--- src/rtl/single_port_ram_be.sv ---
// ----------------------------------------------------------------------------
// single_port_ram_be
//   Parametrised single-port synchronous RAM with per-byte write enables, a
//   valid/ready request port, an optional output register and a hardware
//   clear engine that zeroes every word after reset or on request.
//
// Ports
//   clk        rising-edge clock
//   reset      asynchronous, active-low reset
//   req_valid  request present
//   req_ready  request can be accepted this cycle (combinational)
//   req_we     1 = write, 0 = read
//   addr       word address
//   wdata      write data
//   wbe        byte enables, bit i controls wdata[8i+7:8i]
//   clear      request to zero the whole array
//   rd_valid   one-cycle pulse per completed read
//   rdata      read data, held between reads
//   busy       clear engine running
//
// DATA_WIDTH must be a multiple of 8.
// ----------------------------------------------------------------------------
module single_port_ram_be #(
  parameter int DATA_WIDTH = 16,
  parameter int ADDR_WIDTH = 4,
  parameter int OUT_REG    = 0
) (
  input  logic                    clk,
  input  logic                    reset,
  input  logic                    req_valid,
  output logic                    req_ready,
  input  logic                    req_we,
  input  logic [ADDR_WIDTH-1:0]   addr,
  input  logic [DATA_WIDTH-1:0]   wdata,
  input  logic [DATA_WIDTH/8-1:0] wbe,
  input  logic                    clear,
  output logic                    rd_valid,
  output logic [DATA_WIDTH-1:0]   rdata,
  output logic                    busy
);

  localparam int NUM_BYTES = DATA_WIDTH / 8;
  localparam int DEPTH     = 1 << ADDR_WIDTH;

  // Pointer is one bit wider than the address so the last word is reached
  // without the pointer wrapping back to zero first.
  localparam logic [ADDR_WIDTH:0] PTR_LAST = (ADDR_WIDTH + 1)'(DEPTH - 1);
  localparam logic [ADDR_WIDTH:0] PTR_ONE  = (ADDR_WIDTH + 1)'(1);

  localparam logic [0:0] ST_CLEAR = 1'b0;
  localparam logic [0:0] ST_IDLE  = 1'b1;

  logic [0:0]          state_reg;
  logic [0:0]          state_next;
  logic [ADDR_WIDTH:0] clr_ptr_reg;
  logic [ADDR_WIDTH:0] clr_ptr_next;

  logic                  accept;
  logic                  rd_accept;
  logic                  wr_accept;
  logic [ADDR_WIDTH-1:0] mem_waddr;
  logic [DATA_WIDTH-1:0] mem_wdata;
  logic [NUM_BYTES-1:0]  lane_we;
  logic [DATA_WIDTH-1:0] rd_word;
  logic                  rd_valid_s1_reg;

  // --------------------------------------------------------------------------
  // Clear engine / request FSM
  // --------------------------------------------------------------------------
  always_comb begin
    state_next   = state_reg;
    clr_ptr_next = clr_ptr_reg;
    case (state_reg)
      ST_CLEAR: begin
        clr_ptr_next = clr_ptr_reg + PTR_ONE;
        if (clr_ptr_reg == PTR_LAST) begin
          state_next = ST_IDLE;
        end
      end
      default: begin
        if (clear) begin
          state_next   = ST_CLEAR;
          clr_ptr_next = '0;
        end
      end
    endcase
  end

  always_ff @(posedge clk or negedge reset) begin
    if (!reset) begin
      state_reg   <= ST_CLEAR;
      clr_ptr_reg <= '0;
    end else begin
      state_reg   <= state_next;
      clr_ptr_reg <= clr_ptr_next;
    end
  end

  assign busy      = (state_reg == ST_CLEAR);
  // clear has priority over a request arriving in the same cycle.
  assign req_ready = (state_reg == ST_IDLE) && !clear;
  assign accept    = req_valid && req_ready;
  assign rd_accept = accept && !req_we;
  assign wr_accept = accept && req_we;

  // While clearing, the single write port is owned by the clear engine.
  assign mem_waddr = busy ? clr_ptr_reg[ADDR_WIDTH-1:0] : addr;
  assign mem_wdata = busy ? '0 : wdata;

  // --------------------------------------------------------------------------
  // Storage: one byte-wide array per lane so each byte enable maps directly
  // onto its own write enable.
  // --------------------------------------------------------------------------
  genvar gi;
  generate
    for (gi = 0; gi < NUM_BYTES; gi++) begin : gen_lane
      logic [7:0] mem_lane [DEPTH];
      logic [7:0] rd_lane_reg;

      assign lane_we[gi] = busy || (wr_accept && wbe[gi]);

      always_ff @(posedge clk) begin
        if (lane_we[gi]) begin
          mem_lane[mem_waddr] <= mem_wdata[8*gi +: 8];
        end
      end

      // Registered read; only updated by an accepted read so the value is
      // held between reads.
      always_ff @(posedge clk or negedge reset) begin
        if (!reset) begin
          rd_lane_reg <= '0;
        end else if (rd_accept) begin
          rd_lane_reg <= mem_lane[addr];
        end
      end

      assign rd_word[8*gi +: 8] = rd_lane_reg;
    end
  endgenerate

  always_ff @(posedge clk or negedge reset) begin
    if (!reset) begin
      rd_valid_s1_reg <= 1'b0;
    end else begin
      rd_valid_s1_reg <= rd_accept;
    end
  end

  // --------------------------------------------------------------------------
  // Optional output register
  // --------------------------------------------------------------------------
  generate
    if (OUT_REG != 0) begin : gen_out_reg
      logic                  rd_valid_reg;
      logic [DATA_WIDTH-1:0] rdata_reg;

      always_ff @(posedge clk or negedge reset) begin
        if (!reset) begin
          rd_valid_reg <= 1'b0;
          rdata_reg    <= '0;
        end else begin
          rd_valid_reg <= rd_valid_s1_reg;
          if (rd_valid_s1_reg) begin
            rdata_reg <= rd_word;
          end
        end
      end

      assign rd_valid = rd_valid_reg;
      assign rdata    = rdata_reg;
    end else begin : gen_no_out_reg
      assign rd_valid = rd_valid_s1_reg;
      assign rdata    = rd_word;
    end
  endgenerate

endmodule

--- config.mk ---
export PLATFORM = sky130hd
export DESIGN_NAME = single_port_ram_be
export DESIGN_NICKNAME = d
export VERILOG_FILES = /design/src/rtl/single_port_ram_be.sv
export SDC_FILE = /design/constraint.sdc
export NUM_CORES = 1
export LEC_CHECK = 0
export CAP_MARGIN = 20
export CORE_UTILIZATION = 40
export CTS_BUF_LIST = sky130_fd_sc_hd__clkbuf_8
export CTS_CLUSTER_SIZE = 24
export DETAILED_ROUTE_END_ITERATION = 8
export GPL_ROUTABILITY_DRIVEN = 0
export PLACE_DENSITY_LB_ADDON = 0.2
export REMOVE_ABC_BUFFERS = 1
export SYNTH_ARGS = -nofsm -noshare
export SYNTH_HDL_FRONTEND = slang
export SYNTH_SLANG_ARGS = --single-unit
--- constraint.sdc ---
create_clock -name clk -period 5.3 [get_ports clk]
set_input_delay 0.795 -clock clk [delete_from_list [all_inputs] [get_ports clk]]
set_output_delay 0.795 -clock clk [all_outputs]
set_load 0.01 [all_outputs]
==> reports/results.ini <==
[status]
status = finished clean

[timing]
slew_violations = 0
hold_violations = 0
timing.slew.headroom = 0.307
min_period_ns = 3.14
finalSetupViolCount = 0
fmaxAchievable_mhz = 319
worst_pin_slew_ns = 1.03
rsz0062_at_grt = false
totalNegativeSetupSlack_ns = 0
finClkSkew_ns = 0.0200
post-route-period-util = 0.592

[logic_synthesis]
synth_area_leaders = edfxtp_1, mux4_1, dfrtp_1
avgSynthCellArea_um2 = 19.2
synth.distinct_cells = 38
synthCells = 580
yosysSeqAreaShare = 0.741
yosys.area.top_type = edfxtp_1
ys_ff_latch = 279
synth.top_cell.area_share = 0.690
yosys_warnings = 0
syn-cell-area_um2 = 11100

[detailed_routing]
vias = 5649
wire_per_inst_um = 23.8
ant_nets = 0
drc_errors = 0
vias_per_cell = 5.35
first_pass_iters = 5
first_iter_violations = 395
finalWirelength_mm = 25.1

[power]
p_int_mw = 4.48
seq_power_share = 0.515
p_per_area_nw_per_um2 = 485
vdd_drop_max_mv = 0.149
p_sw_mw = 1.76
p_leak_nw = 4.54
swShare = 0.282
p_comb_frac = 0.192
p_clk_frac = 0.293

[finish]
num-fill-cells = 2372
design_area_um2 = 12900
nets = 677
syn_to_final_growth_pct = 15.3
largest_register_ffs = 256
drive_gt1_frac = 0.158
n_antenna_cell = 0

[critical_path]
crit_fanout = 46
crit_path_start_kind = flip-flop
cp-end-kind = output pin
critPathKind = reg -> out
critical_path_required_ns = 4.51
cp.arrival_ns = 2.34

[clock_network]
root_buffer = clkbuf_8
hold_buffers = 0
cts_sinks = 279
clkTransAtPathRegs_ns = 0.06
cts_inserted_buffers = 44
ctsHtreeMaxLevel = 2
clock_path_buffers = 3
clk_latency_ns = 0.54
cts_setup_buffers = 0
cts_resized = 0
cts_tree = done

[global_route]
grt_util_all_layers = 0.183
grt_pass1_wl_mm = 37.6
grt_start_max_net_pins = 47
grt_pass1_vias = 5951
gr-total-overflow = 0
antenna_found_initial = 0

[floorplan]
initial_core_util = 0.410
dieArea_um2 = 28500
die_y_um = 169
fp.coreArea_um2 = 27200
pin_count = 46
num_rows = 60
die-width_um = 169

[placed_design]
dpl_cell_area_um2 = 11900
hpwlAfterDp_mm = 16.6
port_buffers = 45

[run]
drv_cap = 0

[hold_path]
holdCritPathClass = reg -> reg

layout make-up:
type / instances / area, µm² / share of cell area
clock buffer: 51 / 702 / 0.0546
clock inverter: 30 / 205 / 0.0160
inverter: 6 / 22.5 / 0.00175
multi-input combinational: 262 / 2690 / 0.209
sequential: 279 / 8260 / 0.643
tap: 372 / 465 / 0.0362
timing repair buffer: 55 / 513 / 0.0399
cells in the final DEF, fill, tap and decap left out, types with 2 or more instances in the layout:
cell type and n:
edfxtp_1 256, clkbuf_8 51, clkdlybuf4s50_1 42, nor2_1 40
a22oi_1 31, mux2i_1 31, mux4_1 31, nand2_1 23
dfrtp_1 23, inv_1 21, mux4_2 18, and2_1 17
mux2_2 16, o211ai_1 15, buf_4 11, a21o_1 5
clkinv_2 5, clkinv_1 5, and3_1 4, nor3_1 4
o21ai_0 4, a31oi_1 3, bufinv_16 3, nor3b_1 2
nand4b_1 2, o22ai_1 2, ha_1 2, clkinvlp_4 2
buf_2 2
layer usage:
metal,track usage,up-vias,wire length (µm)
met4,0.0593,0,491
met1,0.248,2960,11100
li1,-,2503,-
met5,0,-,0
met2,0.299,150,12300
met3,0.0344,36,1160
metrics by stage:
stage	worst slack [ns]	hold WS [ns]	utilization	cells	power, mW
floorplan	2.79	0.450	-	547	3.86
global route	1.97	0.519	0.473	1055	6.51
finish	2.16	0.501	0.473	1055	6.23
detailed placement	1.81	0.494	0.439	973	4.47
CTS	2.11	0.506	0.473	1054	6.30
global placement	1.99	0.467	0.439	973	4.43
kinds of logic (layout without fill, tap and decap cells):
group / after synthesis / in the layout / synth area share
mux: 96 / 96 / 0.153
simple gates: 97 / 97 / 0.0410
fa+ha+maj: 2 / 2 / 0.00224
compound gates: 65 / 65 / 0.0427
buf+inv: 39 / 142 / 0.0178
xor+xnor: 2 / 2 / 0.00157
flops: 279 / 279 / 0.741
cell usage after synthesis:
library cell / count
clkbuf_1: 10
a221o_1: 1
mux2i_1: 31
and3_1: 4
buf_6: 4
o211ai_1: 15
buf_2: 15
xnor2_1: 1
nand3b_1: 1
buf_1: 3
nor2_1: 40
nand4b_1: 2
o22ai_1: 2
nor2b_1: 1
a32oi_1: 1
inv_1: 6
nand4bb_1: 1
edfxtp_1: 256
o21ai_0: 4
a22oi_1: 31
nor3b_1: 2
nor3_1: 4
o2bb2ai_1: 1
a21o_1: 5
mux2_2: 16
xor2_1: 1
buf_4: 1
a22o_1: 1
mux4_2: 18
dfrtp_1: 23
a31oi_1: 3
nand2b_1: 1
ha_1: 2
and2_1: 17
nand3_1: 1
nand2_1: 23
mux4_1: 31
a21oi_1: 1
critical path: stages (launching register included):
cell	delay, ns
dfrtp_1	0.32
buf_4	0.38
inv_1	0.26
nor2_1	0.25
clkdlybuf4s50_1	0.59
power by group through the flow:
stage,clock [mW],sequential (mW),combinational (mW)
detailed placement,0,3.26,1.22
floorplan,0,3.20,0.657
CTS,1.87,3.22,1.22
finish,1.82,3.21,1.20
global route,1.96,3.25,1.30
global placement,0,3.23,1.20
worst paths after layout:
check / startpoint / end / slack, ns / cells after the start
worst min register to register: clr_ptr_reg[4] / clr_ptr_reg[4] / 0.50 / 2
worst max register to register: state_reg / gen_lane[1].mem_lane[12][3] / 2.74 / 5
min in group asynchronous: reset / gen_lane[1].rd_lane_reg[0] / 0.65 / 2
worst min-delay path: clr_ptr_reg[4] / clr_ptr_reg[4] / 0.50 / 2
worst max-delay path: state_reg / req_ready / 2.16 / 4
max in group asynchronous: reset / clr_ptr_reg[4] / 4.37 / 2
Note: power is estimated with default switching activity, not from simulation.
